`config.mk`:
```
export PLATFORM = sky130hd
export DESIGN_NAME = loa_cla_pipe_locked_flat
export DESIGN_NICKNAME = d
export VERILOG_FILES = /design/src/rtl/loa_cla_pipe_locked_if.sv /design/src/rtl/loa_cla_pipe_locked.sv /design/src/flat_wrapper.sv
export SDC_FILE = /design/constraint.sdc
export NUM_CORES = 1
export LEC_CHECK = 0
export ABC_AREA = 1
export BUFFER_PORTS_ARGS = -buffer_cell sky130_fd_sc_hd__buf_2
export CAP_MARGIN = 25
export CORE_MARGIN = 5
export CORE_UTILIZATION = 61
export CTS_CLUSTER_SIZE = 10
export DETAILED_ROUTE_END_ITERATION = 7
export PLACE_DENSITY = 0.83
export SLEW_MARGIN = 20
export SYNTH_ARGS = -nofsm -noshare
export SYNTH_HDL_FRONTEND = slang
export SYNTH_SLANG_ARGS = --single-unit
export TNS_END_PERCENT = 1
```
`constraint.sdc`:
```
create_clock -name clk_i -period 4.6 [get_ports clk_i]
set_clock_uncertainty 0.15 [all_clocks]
set_input_delay 0.23 -clock clk_i [delete_from_list [all_inputs] [get_ports clk_i]]
set_output_delay 0.23 -clock clk_i [all_outputs]
set_load 0.05 [all_outputs]
```
`src/rtl/loa_cla_pipe_locked_if.sv`:
```
// Operand/result stream bundle for the locked pipelined LOA adder.
// Both sides use valid/ready: a beat moves on a rising edge where valid and ready are both high.
interface loa_cla_pipe_locked_if #(
    parameter int WIDTH = 32
);
    logic [WIDTH-1:0] add1_i;
    logic [WIDTH-1:0] add2_i;
    logic             in_valid_i;
    logic             in_ready_o;
    logic [WIDTH:0]   result_o;
    logic             out_valid_o;
    logic             out_ready_i;

    modport master (
        output add1_i, add2_i, in_valid_i, out_ready_i,
        input  in_ready_o, result_o, out_valid_o
    );

    modport slave (
        input  add1_i, add2_i, in_valid_i, out_ready_i,
        output in_ready_o, result_o, out_valid_o
    );
endinterface

```
`src/rtl/loa_cla_pipe_locked.sv`:
```
// Pipelined XOR-locked lower-part-OR adder: OR on the low LOWER bits, exact sum above,
// upper sum resolved one chunk per stage, key snapshot taken at accept.
module loa_cla_pipe_locked #(
    parameter int               WIDTH      = 32,
    parameter int               LOWER      = 8,
    parameter int               STAGES     = 2,
    parameter int               KEY_W      = 64,
    parameter logic [KEY_W-1:0] KEY_GOLDEN = 64'hF885B0E38EB7D380
) (
    input  logic                  clk_i,
    input  logic                  rst_ni,
    input  logic [KEY_W-1:0]      keyinput,
    input  logic                  key_load_i,
    loa_cla_pipe_locked_if.slave  bus
);
    localparam int U  = WIDTH - LOWER;
    localparam int CH = (U + STAGES - 1) / STAGES;
    localparam int UP = CH * STAGES;
    localparam int LW = (LOWER > 0) ? LOWER : 1;
    localparam int RW = WIDTH + 1;

    logic [STAGES-1:0] r_valid;
    logic [UP-1:0]     r_a   [STAGES];
    logic [UP-1:0]     r_b   [STAGES];
    logic [UP-1:0]     r_s   [STAGES];
    logic [STAGES-1:0] r_c;
    logic [LW-1:0]     r_lo  [STAGES];
    logic [KEY_W-1:0]  r_key [STAGES];
    logic [KEY_W-1:0]  r_key_q;
    logic [RW-1:0]     r_result;

    logic [STAGES-1:0] w_adv;
    logic [UP-1:0]     w_in_a   [STAGES];
    logic [UP-1:0]     w_in_b   [STAGES];
    logic [UP-1:0]     w_in_s   [STAGES];
    logic [UP-1:0]     w_s_nxt  [STAGES];
    logic [LW-1:0]     w_in_lo  [STAGES];
    logic [KEY_W-1:0]  w_in_key [STAGES];
    logic [CH:0]       w_chunk  [STAGES];
    logic [STAGES-1:0] w_in_c;
    logic [STAGES-1:0] w_in_v;
    logic [STAGES-1:0] w_c_nxt;
    logic [LW-1:0]     w_lo0;
    logic              w_cin0;
    logic [UP:0]       w_full;
    logic [RW-1:0]     w_raw;
    logic [RW-1:0]     w_res;

    // Key bit i lands on result bit i mod (WIDTH+1).
    function automatic logic [RW-1:0] fold_key(input logic [KEY_W-1:0] d);
        logic [RW-1:0] m;
        m = '0;
        for (int i = 0; i < KEY_W; i++) m[i % RW] = m[i % RW] ^ d[i];
        return m;
    endfunction

    generate
        if (LOWER > 0) begin : g_lower
            assign w_lo0  = bus.add1_i[LOWER-1:0] | bus.add2_i[LOWER-1:0];
            assign w_cin0 = bus.add1_i[LOWER-1] & bus.add2_i[LOWER-1];
        end else begin : g_exact
            assign w_lo0  = '0;
            assign w_cin0 = 1'b0;
        end
    endgenerate

    // A stage can take a new beat unless it and every stage after it is full and blocked.
    always_comb begin
        w_adv = '0;
        for (int s = 0; s < STAGES; s++)
            w_adv[s] = bus.out_ready_i | (((~r_valid) >> s) != '0);
    end

    always_comb begin
        w_in_c = '0;
        w_in_v = '0;
        w_c_nxt = '0;
        w_in_a[0]   = UP'(bus.add1_i[WIDTH-1:LOWER]);
        w_in_b[0]   = UP'(bus.add2_i[WIDTH-1:LOWER]);
        w_in_s[0]   = '0;
        w_in_c[0]   = w_cin0;
        w_in_v[0]   = bus.in_valid_i;
        w_in_lo[0]  = w_lo0;
        w_in_key[0] = r_key_q;
        for (int s = 1; s < STAGES; s++) begin
            w_in_a[s]   = r_a[s-1];
            w_in_b[s]   = r_b[s-1];
            w_in_s[s]   = r_s[s-1];
            w_in_c[s]   = r_c[s-1];
            w_in_v[s]   = r_valid[s-1];
            w_in_lo[s]  = r_lo[s-1];
            w_in_key[s] = r_key[s-1];
        end
        for (int s = 0; s < STAGES; s++) begin
            w_chunk[s] = {1'b0, w_in_a[s][s*CH +: CH]} + {1'b0, w_in_b[s][s*CH +: CH]}
                       + {{CH{1'b0}}, w_in_c[s]};
            w_s_nxt[s] = w_in_s[s];
            w_s_nxt[s][s*CH +: CH] = w_chunk[s][CH-1:0];
            w_c_nxt[s] = w_chunk[s][CH];
        end
        // Operands are zero-padded to UP bits, so the true carry-out sits at bit U.
        w_full = {w_c_nxt[STAGES-1], w_s_nxt[STAGES-1]};
        w_raw  = (RW'(w_full[U:0]) << LOWER) | RW'(w_in_lo[STAGES-1]);
        w_res  = w_raw ^ fold_key(w_in_key[STAGES-1] ^ KEY_GOLDEN);
    end

    always_ff @(posedge clk_i or negedge rst_ni) begin
        if (!rst_ni) begin
            r_valid  <= '0;
            r_c      <= '0;
            r_key_q  <= '0;
            r_result <= '0;
            for (int s = 0; s < STAGES; s++) begin
                r_a[s]   <= '0;
                r_b[s]   <= '0;
                r_s[s]   <= '0;
                r_lo[s]  <= '0;
                r_key[s] <= '0;
            end
        end else begin
            if (key_load_i) r_key_q <= keyinput;
            for (int s = 0; s < STAGES; s++) begin
                if (w_adv[s]) begin
                    r_valid[s] <= w_in_v[s];
                    if (w_in_v[s]) begin
                        if (s == STAGES - 1) begin
                            r_result <= w_res;
                        end else begin
                            r_a[s]   <= w_in_a[s];
                            r_b[s]   <= w_in_b[s];
                            r_s[s]   <= w_s_nxt[s];
                            r_c[s]   <= w_c_nxt[s];
                            r_lo[s]  <= w_in_lo[s];
                            r_key[s] <= w_in_key[s];
                        end
                    end
                end
            end
        end
    end

    assign bus.in_ready_o  = w_adv[0];
    assign bus.out_valid_o = r_valid[STAGES-1];
    assign bus.result_o    = r_result;
endmodule
```
`src/flat_wrapper.sv`:
```
// flat-port wrapper written by rule: the top's interface ports become plain ports
module loa_cla_pipe_locked_flat 
#(
    parameter int               WIDTH      = 32,
    parameter int               LOWER      = 8,
    parameter int               STAGES     = 2,
    parameter int               KEY_W      = 64,
    parameter logic [KEY_W-1:0] KEY_GOLDEN = 64'hF885B0E38EB7D380
)
  (clk_i, rst_ni, keyinput, key_load_i, bus_add1_i, bus_add2_i, bus_in_valid_i, bus_out_ready_i, bus_in_ready_o, bus_result_o, bus_out_valid_o);
  loa_cla_pipe_locked_if #(.WIDTH(WIDTH)) bus_i ();
  input  logic clk_i;
  input  logic rst_ni;
  input  logic [KEY_W-1:0] keyinput;
  input  logic key_load_i;
  input wire logic [$bits(bus_i.add1_i)-1:0] bus_add1_i;
  input wire logic [$bits(bus_i.add2_i)-1:0] bus_add2_i;
  input wire logic [$bits(bus_i.in_valid_i)-1:0] bus_in_valid_i;
  input wire logic [$bits(bus_i.out_ready_i)-1:0] bus_out_ready_i;
  output wire logic [$bits(bus_i.in_ready_o)-1:0] bus_in_ready_o;
  output wire logic [$bits(bus_i.result_o)-1:0] bus_result_o;
  output wire logic [$bits(bus_i.out_valid_o)-1:0] bus_out_valid_o;
  assign bus_i.add1_i = bus_add1_i;
  assign bus_i.add2_i = bus_add2_i;
  assign bus_i.in_valid_i = bus_in_valid_i;
  assign bus_i.out_ready_i = bus_out_ready_i;
  assign bus_in_ready_o = bus_i.in_ready_o;
  assign bus_result_o = bus_i.result_o;
  assign bus_out_valid_o = bus_i.out_valid_o;
  loa_cla_pipe_locked #(.WIDTH(WIDTH), .LOWER(LOWER), .STAGES(STAGES), .KEY_W(KEY_W), .KEY_GOLDEN(KEY_GOLDEN)) u_core (.clk_i(clk_i), .rst_ni(rst_ni), .keyinput(keyinput), .key_load_i(key_load_i), .bus(bus_i));
endmodule
```
---- Word level (Yosys, flattened, before mapping) ----
Index checks and enable logic that the tools add are counted.
Widths: inputs -> output; s select.
operators by class
  reduce and logical (&&, ||, !) cells .... 3
  muxes and demuxes ....................... 0
  add/sub/neg operators ................... 4
  divide/modulo/power cells ............... 0
  magnitude comparators ................... 0
  bitwise operators ....................... 39
  equality and inequality tests ........... 0
  shift-type cells ........................ 0
  multipliers ............................. 0
operator list
  cell               count
  $or 33x8->33       1
  $xor 33x33->33     1
  $not 32->32        1
  $xor 1x1->1        31
  $add 12x12->13     2
  $add 13x1->13      2
  $or 8x8->8         1
  $reduce_and 2->1   2
  $not 2->2          1
  $or 1x1->1         2
  $reduce_bool 2->1  1
  $and 1x1->1        1
storage, ports and cells
  memories ................................ 0
  latch bits .............................. 0
  output and inout bits ................... 35
  memory bits (writable) .................. 0
  ROM bits ................................ 0
  word-level logic and storage cells ...... 56
  bits in registers ....................... 232

---- Depth between registers and ports, before layout ----
Gate-level depths: netlist (run 1).
  word-level depth ........................ 4
  gate-level depth with buffers ........... 11
  mapped depth without buffers ............ 11

---- Worst setup path before layout (run 1) ----
OpenSTA, ideal clock, no wires.
  kind .................................... register -> register
  start point ............................. register u_core.r_c[0]
  end point ............................... register u_core.r_result[32] (netlist: u_core.bus.result_o[32])
  library setup time ...................... 0.119 ns
  data required time ...................... 4.331 ns
  clock period less this slack ............ 1.902 ns
  cell stages (with the launch flop) ...... 11
  slack ................................... 2.698 ns
  arrival time ............................ 1.633 ns
  cell sequence ........................... dfrtp_1 > fa_1 > inv_1 > fa_1 > inv_1 > nand3_1 > nand3_1 > nand2_1 > nand4_1 > nand3_1 > nand2_1
on the way
  longest elaborated chain between the ends .. 3
ends and longest elaborated chain
  what                               line                        RTL
  from (decl)                        loa_cla_pipe_locked.sv:26   logic [STAGES-1:0] r_c;
  from (signal, indexed assignment)  loa_cla_pipe_locked.sv:132  r_c[s] <= w_c_nxt[s];
  $add 13x1->13                      loa_cla_pipe_locked.sv:96   + {{CH{1'b0}}, w_in_c[s]};
  $or 33x8->33                       loa_cla_pipe_locked.sv:103  w_raw = (RW'(w_full[U:0]) << LOWER) | RW'(w_in_lo[STAGES-1]);
  $xor 33x33->33                     loa_cla_pipe_locked.sv:104  w_res = w_raw ^ fold_key(w_in_key[STAGES-1] ^ KEY_GOLDEN);
  to (signal assigned)               loa_cla_pipe_locked.sv:127  r_result <= w_res;
  to (decl)                          loa_cla_pipe_locked.sv:30   logic [RW-1:0] r_result;
Every way passes these cells.
A chain may end at the register's enable or synchronous reset.

---- Worst setup path in the final report (run 1) ----
  start point ............................. register u_core.r_valid[0]
  end point ............................... register u_core.r_key[121] (netlist name)
on the way
  longest elaborated chain between the ends .. 4
ends and longest elaborated chain
  what                               line                        RTL
  from (decl)                        loa_cla_pipe_locked.sv:22   logic [STAGES-1:0] r_valid;
  from (signal, indexed assignment)  loa_cla_pipe_locked.sv:124  r_valid[s] <= w_in_v[s];
  $not 2->2                          loa_cla_pipe_locked.sv:71   w_adv[s] = bus.out_ready_i | (((~r_valid) >> s) != '0);
  $reduce_bool 2->1                  loa_cla_pipe_locked.sv:71
  $or 1x1->1                         loa_cla_pipe_locked.sv:71
  $reduce_and 2->1 (no source line)  n/a
  to (signal, indexed assignment)    loa_cla_pipe_locked.sv:134  r_key[s] <= w_in_key[s];
  to (decl)                          loa_cla_pipe_locked.sv:28   logic [KEY_W-1:0] r_key [STAGES];
Every way passes these cells.

==> results by group, run 1 <==
Synthesis
  • Mapped Area: a little under 10000 um^2
  • Warnings, synthesis: 0
  • Sequential share of the synthesized area: 0.532
  • Post-Syn Area per Cell: around 8.6 um^2
  • Library cells used by synthesis: 30
  • Cell count after synthesis: roughly 1100
  • Seq cells post-synth: 208
  • Post-synth EDFFs: 0
  • Net Count, Synth: 1300
  • Async S/R FF share, synth: 1.00
  • Synth Flop Type: dfrtp_1

Timing
  • Hold Fails Final Rpt: 0
  • Max Clk Rate: between 300 and 400 MHz
  • Slew Limit Fails: 0
  • Final period utilization: 0.580
  • Final Critical Period: between 2 and 3 ns
  • Slew Limit Headroom: 0.437
  • Total negative slack: 0 ns
  • Setup repair after global routing missed its margin: no
  • Slew of the pin with the lowest slew margin: around 0.84 ns
  • Endpoints failing setup: 0

Clock network
  • CTS buffer count: 25
  • Post-cts sizing count: 0
  • TritonCTS sink count: 208
  • CTS tree: done
  • Post-CTS Setup Repair Bufs: 0
  • CTS root buffer: clkbuf_16
  • Clock transition at path regs: about 0.050 ns
  • Insertion delay to the later sink of the worst-skew pair: between 0.5 and 0.6 ns
  • Max H-tree Level: 1
  • Post-CTS Hold Fix Bufs: 112
  • Clk buf depth: 3

Die
  • Chip height: about 140 um
  • Rows: 46
  • Core area: about 16000 um^2
  • Die ar.: between 15000 and 20000 um^2
  • Die X: ~140 um
  • Initial Util: 0.618
  • Io pins: between 150 and 200

Global routing
  • Vias in the first global route: 8719
  • First-pass GRT wire length: around 42 mm
  • Initial antenna violation count: 1
  • Total grt overflow: 0
  • Global-route usage over all layers: 0.282
  • Largest net degree at the start of global routing: 138

Final layout
  • Design area: 12500 um^2
  • Area Growth Syn to Fin: 28.2%
  • Nets: between 1500 and 2000
  • Most common library cell in the layout ignoring fill and taps: nand2_1
  • Final Non-Filler Cells: 1631
  • Layout cells sized above 1: 0.149
  • Most frequent cells in the layout: nand2_1, dfrtp_1, buf_2

Placed design
  • Port bufs: roughly 170
  • Placed Area: ~11000 um^2
  • Detailed placement HPWL: 14.7 mm
  • Placed cells: 1483
  • Gpl congestion: 0.911

Routing
  • Routed vias/inst: roughly 5.2
  • Vias after detailed routing: roughly 8500
  • Drt pass-1 iters: 5
  • WL/cell: approximately 16 um
  • ANT nets after route: 0
  • Total wire length: approximately 26 mm
  • Starting DRT DRC Count: roughly 700
  • Residual DRC: 0

Worst setup path
  • CP required: about 4.9 ns
  • Crit path DAT: just under 3 ns
  • Crit start category: register
  • Crit path capture type: register
  • Crit Path Class: reg2reg
  • Crit Path Max Fanout: 118

Job
  • Max_cap viols: 0

Power and ir drop
  • Peak supply drop: between 0.0004 and 0.0005 V
  • Power per cell area: ~460 nW/um^2
  • Leakage: between 6 and 7 nW

Run status
  • Run status: complete, no violations

Worst hold path
  • Hold WC Path Type: in2reg
state kept, by name, summed over array words and instances (netlist names):
signal,flops
u_core.r_key_q,64
u_core.r_c,1
u_core.r_lo,8
u_core.r_a,12
u_core.bus.result_o,33
u_core.r_key,64
u_core.r_s,12
u_core.r_valid,2
u_core.r_b,12
synth_stat cells (2+ instances only):
cell type    n  area, um^2
inv_1      139         522
o21ai_0    118         591
nand3_1     42         210
o21ai_1     49         245
nand3b_1     4        30.0
dfrtp_1    208        5200
buf_6        9         101
fa_1         4        80.1
mux2_2       3        33.8
a21oi_1     11        55.1
buf_4        7        52.6
or2_2        2        12.5
xnor2_1     43         377
xor2_1      22         193
nor2_1      19        71.3
clkbuf_1    13        48.8
buf_2       13        65.1
nand4_1      6        37.5
nand2_1    397        1490
ha_1        22         275
metal layers:
| metal | global-route usage | share of wire |
|---|---|---|
| met4 | 0.123 | 0.045 |
| met2 | 0.490 | 0.50 |
| met5 | 0 | 0 |
| met1 | 0.350 | 0.39 |
| met3 | 0.0441 | 0.061 |
area by class of cell:
type	count	area (um^2)
clock inverters	2	28.8
multi-input cells	748	3760
clock buffers	30	654
repair buffers	285	2070
fillers	933	3300
well taps	216	270
diodes	1	2.50
inverters	141	534
flip-flops and latches	208	5200
critical path, stage by stage, from the launching register on:
cell     delay, ns
dfrtp_1       0.40
inv_1         0.12
nor2_4        0.07
nor2_8        0.57
inv_6         0.44
buf_4         0.44
o21ai_0       0.33
worst paths after layout:
kind                                    startpoint                      end  slack (ns)  cells past startpoint
hold / removal                      bus_add1_i[19]            u_core.r_c[0]        0.02                      4
setup reg to reg                 u_core.r_valid[0]        u_core.r_key[121]        1.93                      6
max in group asynchronous                   rst_ni       u_core.r_key_q[46]        3.38                      3
setup / recovery                 u_core.r_valid[0]        u_core.r_key[121]        1.93                      6
min in group asynchronous                   rst_ni   u_core.bus.result_o[6]        0.12                      2
hold reg to reg            u_core.bus.result_o[24]  u_core.bus.result_o[24]        0.33                      2
metrics by stage:
| stage | worst slack (ns) | total power, W | hold slack, ns | utilization |
|---|---|---|---|---|
| 6_report | 1.93 | 0.00582 | 0.0210 | 0.792 |
| 5_1_grt | 1.80 | 0.00611 | 0.0555 | 0.792 |
| 4_1_cts | 1.91 | 0.00579 | 0.00162 | 0.787 |
| 3_5_place_dp | 1.94 | 0.00400 | 0.288 | 0.673 |
| 3_3_place_gp | 2.03 | 0.00395 | 0.286 | 0.673 |
| 2_1_floorplan | 2.70 | 0.00356 | -0.216 | - |
logic make-up (layout without fill, tap and decap cells):
logic type	count (synthesis)	after routing	share of synthesized area
XOR/XNOR	65	65	0.0582
AO/OA/AOI/OAI	178	178	0.0911
adder cells (fa/ha/maj)	26	26	0.0363
AND/OR/NAND/NOR	476	476	0.196
multiplexers	3	3	0.00346
other	0	1	0
flip-flops	208	208	0.532
buffers and inverters	185	458	0.0827
where the power goes:
group	internal [W]	leakage (nW)	switching, W
registers	0.00216	2.54	0.000215
clock network	0.000993	0.334	0.000712
logic	0.000581	3.61	0.00116
total	0.00373	6.49	0.00209
(Power assumes the default switching activity.)
==> run 2, diff against run 1 <==
- ABC_AREA: 1 -> 0
- CORE_UTILIZATION: 61 -> 56
- PLACE_DENSITY: 0.83 -> 0.77
- clock period: 4.6 -> 2.5 ns (I/O delays scaled with it)
==> run 2 against run 1 <==
- register-to-register slack lost 1.8 ns
- final cell count fell by 25%
- global-route usage fell by 4.8 points
- critical path depth is 4 higher
- total power is 89% higher
- sequential power grew 90%
- sequential share of layout area is 0.99 points higher
- worst setup slack lost 1.8 ns
- die area up 2.0%
- critical path type is now in2reg
- highest routed layer unchanged
==> results by group, run 2 <==
Final layout
  • Nets: 1160 (-26%)
  • Most frequent cells in the layout: dfrtp_1, buf_2, mux2_2
  • Area Growth Syn to Fin: 33.5%
  • Util after Layout: 0.765 (-0.0265)
  • Layout cells sized above 1: 0.369 (+0.220)
  • FILL cells: 1010 (+8.3%)
  • Most common library cell in the layout ignoring fill and taps: dfrtp_1
  • Design area: 12200 um^2 (-2.3%)

Timing
  • Slew of the pin with the lowest slew margin: 0.558 ns (-0.286 ns)
  • Final Critical Period: about 2.3 ns
  • Worst Slack Setup Final: 0.158 ns (-1.78 ns)
  • Max Clk Rate: roughly 430 MHz
  • Slew Limit Fails: 0 (unchanged)
  • Hold Fails Final Rpt: 0 (unchanged)
  • Final period utilization: 0.937
  • Hold Slack: 0.0193 ns (-0.00163 ns)
  • Slew Limit Headroom: 0.628 (+0.191)
  • Endpoints failing setup: 0 (unchanged)

Worst setup path
  • Crit path capture type: register
  • CP required: 2.73 ns (-2.12 ns)
  • Crit Path Max Fanout: 2 (-98%)
  • Crit Path Class: in2reg
  • Crit start category: input port
  • FF-to-FF path depth: 9 (+3)
  • Crit path DAT: 2.57 ns (-0.35 ns)

Clock network
  • Max H-tree Level: 1 (unchanged)
  • Clock transition at path regs: 0.05 ns (about the same)
  • Clk buf depth: 3 (unchanged)
  • CTS root buffer: clkbuf_16
  • CTS tree: done
  • Insertion delay to the later sink of the worst-skew pair: 0.49 ns (-0.03 ns)
  • TritonCTS sink count: 208 (unchanged)
  • CTS buffer count: 24 (-4.0%)

Synthesis
  • Most instantiated cells after synthesis: dfrtp_1, mux2_2, xnor2_1, nand2_1, o21ai_0
  • Yosys top cell area share: 0.568 (+0.0353)
  • Sequential share of the synthesized area: 0.568 (+0.0353)
  • Net Count, Synth: 860 (-34%)
  • Post-synth EDFFs: 0 (unchanged)
  • Library cells used by synthesis: 45 (+50%)
  • Synth Flop Type: dfrtp_1
  • Cell taking the most area after synthesis: dfrtp_1
  • Seq cells post-synth: 208 (unchanged)
  • Post-Syn Area per Cell: 13.1 um^2 (+53%)
  • Async S/R FF share, synth: 1.00 (unchanged)
  • Most frequent cell after synthesis: dfrtp_1
  • Warnings, synthesis: 0 (unchanged)
  • Cell count after synthesis: 701 (-39%)
  • Mapped Area: 9170 um^2 (-6.2%)
  • Top cells by area, synth: dfrtp_1, mux2_2, xnor2_1, ha_1, nand2_1

Die
  • Core area: 16000 um^2 (+1.1%)
  • Initial Util: 0.573 (-0.0447)
  • Io pins: 168 (unchanged)
  • Die X: 138 um (+0.99%)
  • Rows: 46 (unchanged)
  • Die ar.: 19000 um^2 (+2.0%)
  • Chip height: 138 um (+0.99%)

Global routing
  • Total grt overflow: 0 (unchanged)
  • Global-route usage over all layers: 0.234 (-0.0480)
  • Vias in the first global route: 7306 (-16%)
  • Initial antenna violation count: 1 (unchanged)
  • First-pass GRT wire length: 35.2 mm (-16%)
  • Largest net degree at the start of global routing: 69 (-50%)

Routing
  • WL/cell: 17.5 um (+11%)
  • Total wire length: 21.4 mm (-17%)
  • Drt pass-1 iters: 4 (-1)
  • Routed vias/inst: 5.27 (+1.3%)
  • Starting DRT DRC Count: 187 (-73%)
  • Vias after detailed routing: 6429 (-24%)
  • ANT nets after route: 0 (unchanged)
  • Residual DRC: 0 (unchanged)

Power and ir drop
  • Leakage: 5.53 nW (-15%)
  • Peak supply drop: 0.000518 V (+10%)
  • Power per cell area: 896 nW/um^2 (+93%)

Placed design
  • Pre-CTS setup slack: -0.0558 ns (-2.00 ns)
  • Placed Area: 10400 um^2 (-2.8%)
  • Port bufs: 167 (unchanged)
  • Detailed placement HPWL: 13.7 mm (-6.4%)
  • Gpl congestion: 0.822 (-9.8%)

Worst hold path
  • Hold WC Path Type: in2reg
  • Hold Path Stages: 6 (+2)

Job
  • Max_cap viols: 0 (unchanged)

Run status
  • Run status: complete, no violations
-- run 2: changes by cell type after synthesis, sizes merged, moves of 22 or more --
| cell | before | now |
|---|---|---|
| inv | 140 | 10 |
| xnor2 | 43 | 65 |
| nand2 | 398 | 60 |
| nand3 | 43 | 2 |
| mux2 | 3 | 153 |
| o21ai | 167 | 53 |
-- run 2: cells by family (layout without fill, tap and decap cells) --
| kind of cell | after synthesis | count (layout) | share of synthesized area |
|---|---|---|---|
| xor+xnor | 82 | 82 | 0.0783 |
| buf+inv | 38 | 340 | 0.0167 |
| other cells | 0 | 1 | 0 |
| fa+ha+maj | 26 | 26 | 0.0388 |
| flops | 208 | 208 | 0.568 |
| mux | 154 | 154 | 0.189 |
| compound gates | 95 | 95 | 0.0640 |
| simple gates | 98 | 98 | 0.0455 |
-- run 2: final timing paths --
path | startpoint | to | slack, ns
max reg2reg | u_core.r_c[0] | u_core.bus.result_o[32] | 0.18
min reg2reg | u_core.bus.result_o[21] | u_core.bus.result_o[21] | 0.32
min in group asynchronous | rst_ni | u_core.r_key_q[34] | 0.04
max in group asynchronous | rst_ni | u_core.r_key[69] | 1.33
max | bus_add1_i[9] | u_core.r_c[0] | 0.16
min | bus_add2_i[19] | u_core.r_c[0] | 0.02
-- run 2: through the flow --
| step | instances | setup TNS, ns | total power, W |
|---|---|---|---|
| floorplan | 701 | 0 | 0.00695 |
| global placement | 1068 | -0.00255 | 0.00771 |
| detailed placement | 1068 | -0.0891 | 0.00787 |
| CTS | 1219 | 0 | 0.0110 |
| global route | 1220 | -0.0559 | 0.0115 |
| finish | 1220 | 0 | 0.0110 |
-- run 2: what timing repair did --
item,CTS,global route
pin swaps,1,2
hold buffers,122,0
endpoints found under the setup margin,1,5
setup buffers,1,0
gates resized for setup,1,5
endpoints found under the hold margin,284,0
-- run 2: cell type report --
type,instances,area (um^2),area share
Clock buffer,28,637,0.0520
Tap cell,216,270,0.0221
Antenna cell,1,2.50,0.000204
Sequential cell,208,5210,0.425
Inverter,10,37.5,0.00307
Multi-Input combinational cell,455,3840,0.313
Timing Repair Buffer,302,2250,0.184
-- run 2: power by group --
part / leakage (nW) / internal [W] / switching [W]
clock network: 0.312 / 0.00176 / 0.00119
registers: 2.45 / 0.00406 / 0.000438
logic: 2.77 / 0.00146 / 0.00207
-- run 2: critical path, stage by stage --
cell and delay, ns:
dlygate4sd3_1 0.54, buf_2 0.14, fa_1 0.44, a21oi_2 0.20, o22ai_1 0.12, o211ai_1 0.23
a32oi_1 0.16, a2111oi_1 0.43, buf_4 0.17, nor2_1 0.04
-- run 2: layer usage --
layer	up-vias	GRT usage	share of wire
met3	57	0.0370	0.045
met1	3175	0.271	0.39
met4	0	0.0834	0.030
met2	186	0.437	0.54
li1	3011	-	-
met5	-	0	0
==> run 3, diff against run 2 <==
- ABC_AREA: 0 -> 1
==> run 3 against run 2 <==
- first-iteration DRC count rose to 2.7 times the previous value
- flip-flop and latch count stayed put
- total power is 3.2% lower
- hold slack improved by 0.0037 ns
- count of clock-buffer cells in the layout down 1
- maximum frequency decreased by 3.9%
- register-to-register slack is essentially flat
- critical path type unchanged
- critical endpoint is now u_core.r_s[30]
- largest cell class unchanged
==> results by group, run 3 (synthesis results as in run 1) <==
Worst setup path
  • Most Frequent Cell on Critical Path: nand2_1
  • R2R Setup Slk: 0.17 ns (about the same)
  • Reg2reg end: u_core.r_lo[8]
  • Max incr delay on CP: 0.56 ns (+0.02 ns)
  • Worst path slowest cell: dlygate4sd3_1
  • Worst path cell trace: dlygate4sd3_1 > buf_2 > nand2_1 > fa_2 > inv_2 > fa_2 > nand3_1 > nand3_2 > nand2_1 > nand2_1 > a21oi_1 > o21ai_1 > dlygate4sd3_1 > nand2_1
  • CP bufs+invs: 4 (+1)
  • Crit Path Max Fanout: 3 (+1)
  • FF-to-FF path depth: 7 (-2)
  • Crit start category: input port
  • Crit path capture type: register
  • Crit Path Class: in2reg
  • CP required: 2.79 ns (+0.06 ns)
  • Reg2reg start: u_core.r_valid[0]
  • Crit path DAT: 2.72 ns (+0.15 ns)
  • CP delay by family, top: buffers and inverters

Routing
  • Drt pass-1 iters: 5 (+1)
  • ANT nets after route: 0 (unchanged)
  • Vias after detailed routing: 8501 (+32%)
  • Routed vias/inst: 5.09 (-3.5%)
  • Starting DRT DRC Count: 499 (+170%)
  • Residual DRC: 0 (unchanged)
  • Total wire length: 26.2 mm (+23%)
  • WL/cell: 15.7 um (-10%)

Worst hold path
  • Hold path start: bus_add1_i[17]
  • Hold WC Path Type: in2reg
  • Hold Path Stages: 5 (-1)
  • Hold endpoint: u_core.r_s[33]

Clock network
  • Clock transition at path regs: 0.06 ns (about the same)
  • CTS tree: done
  • CTS root buffer: clkbuf_16
  • Clk buf depth: 3 (unchanged)
  • Insertion delay to the later sink of the worst-skew pair: 0.50 ns (about the same)
  • Max H-tree Level: 1 (unchanged)
  • TritonCTS sink count: 208 (unchanged)
  • CTS buffer count: 24 (unchanged)

Final layout
  • Util after Layout: 0.746 (-0.0195)
  • FILL cells: 1174 (+16%)
  • Storage cell area: 5200 um^2 (about the same)
  • Area Growth Syn to Fin: 31.5%
  • Most common library cell in the layout ignoring fill and taps: nand2_1
  • Multi-input logic area: 3770 um^2 (-1.6%)
  • Layout cells sized above 1: 0.153 (-0.216)
  • Final Non-Filler Cells: 1671 (+37%)
  • Most frequent cells in the layout: nand2_1, dfrtp_1, buf_2
  • Antenna cell count: 0 (-1)
  • Nets: 1604 (+38%)

Timing
  • Slew Limit Fails: 0 (unchanged)
  • Slew Limit Headroom: 0.579 (-0.0491)
  • Final Critical Period: 2.44 ns (+0.0939 ns)
  • Hold Slack: 0.0230 ns (+0.00366 ns)
  • Slew of the pin with the lowest slew margin: 0.632 ns (+0.0737 ns)
  • Final period utilization: 0.974 (+0.0376)
  • Total negative slack: 0 ns (unchanged)
  • Max Clk Rate: 410 MHz (-3.9%)
  • Hold Fails Final Rpt: 0 (unchanged)
  • Endpoints failing setup: 0 (unchanged)

Power and ir drop
  • Pwr Total: 0.0106 W (-3.2%)
  • Leakage: 6.63 nW (+20%)
  • Power per cell area: 827 nW/um^2 (-7.8%)
  • Peak supply drop: 0.00101 V (+95%)

Die
  • Chip height: 142 um (+3.0%)
  • Die ar.: 20200 um^2 (+6.1%)
  • Io pins: 168 (unchanged)
  • Rows: 48 (+4.3%)
  • Core area: 17200 um^2 (+7.7%)
  • Die X: 142 um (+3.0%)
  • Initial Util: 0.567 (-0.00581)

Global routing
  • Total grt overflow: 0 (unchanged)
  • First-pass GRT wire length: 43.5 mm (+24%)
  • Vias in the first global route: 8818 (+21%)
  • Global-route usage over all layers: 0.266 (+0.0317)
  • Initial antenna violation count: 0 (-1)
  • Largest net degree at the start of global routing: 74 (+7.2%)

Placed design
  • Gpl congestion: 0.907 (+10%)
  • Detailed placement HPWL: 15.7 mm (+14%)
  • Port bufs: 167 (unchanged)
  • Placed cells: 1501 (+41%)

Run status
  • Run status: complete, no violations

Job
  • Max_cap viols: 0 (unchanged)
## run 3: cell count changes in the layout (fill, tap and decap cells not counted), sizes merged, moves of 22 or more
cell / before / now
nand3: 2 / 43
mux2: 153 / 3
nand2: 60 / 398
inv: 10 / 140
o21ai: 53 / 167
xnor2: 65 / 43
## run 3: how the worst max path moves through the flow
stage / slack [ns] / cells past startpoint / to / from
floorplan: 0.60 / 10 / u_core.bus.result_o[32] / u_core.r_c[0]
CTS: 0.05 / 14 / u_core.r_s[30] / bus_add1_i[7]
detailed placement: 0.40 / 10 / u_core.bus.result_o[28] / u_core.r_c[0]
finish: 0.06 / 14 / u_core.r_s[30] / bus_add1_i[7]
global route: -0.005 / 14 / u_core.r_s[30] / bus_add1_i[7]
global placement: 0.41 / 10 / u_core.bus.result_o[32] / u_core.r_c[0]
## run 3: cell type report
type                            instances  share of cell area
Multi-Input combinational cell        748               0.294
Tap cell                              225              0.0219
Timing Repair Buffer                  322               0.189
Sequential cell                       208               0.405
Inverter                              141              0.0414
Clock buffer                           27              0.0493
## run 3: stage by stage
| stage | instance area [um^2] | setup WS, ns |
|---|---|---|
| global placement | 10800 | 0.414 |
| global route | 12900 | -0.00489 |
| floorplan | 9780 | 0.598 |
| CTS | 12800 | 0.0473 |
| finish | 12900 | 0.0638 |
| detailed placement | 10800 | 0.400 |
## run 3: report_power, final
group / switching [W] / leakage [nW] / internal [W] / total, W
clock network: 0.00126 / 0.310 / 0.00175 / 0.00301
registers: 0.000375 / 2.54 / 0.00397 / 0.00434
logic: 0.00214 / 3.77 / 0.00113 / 0.00327
total: 0.00378 / 6.63 / 0.00685 / 0.0106
## run 3: timing repair
action	in CTS	in global routing
buffers inserted	0	2
hold buffers	141	0
setup endpoints to repair	0	1
resized for setup	0	4
endpoints found under the hold margin	241	0
## run 3: tightest hold or removal path, stage by stage
cell	delay, ns
buf_2	0.08
ha_1	0.20
nand2_1	0.07
nand3_1	0.09
nand2_1	0.05
## run 3: per-layer routing
| metal | vias to the layer above | GRT usage | wire (um) |
|---|---|---|---|
| li1 | 4146 | - | - |
| met1 | 4036 | 0.348 | 10800 |
| met2 | 270 | 0.458 | 13200 |
| met3 | 49 | 0.0427 | 1530 |
| met4 | 0 | 0.0793 | 635 |
| met5 | - | 0 | 0 |
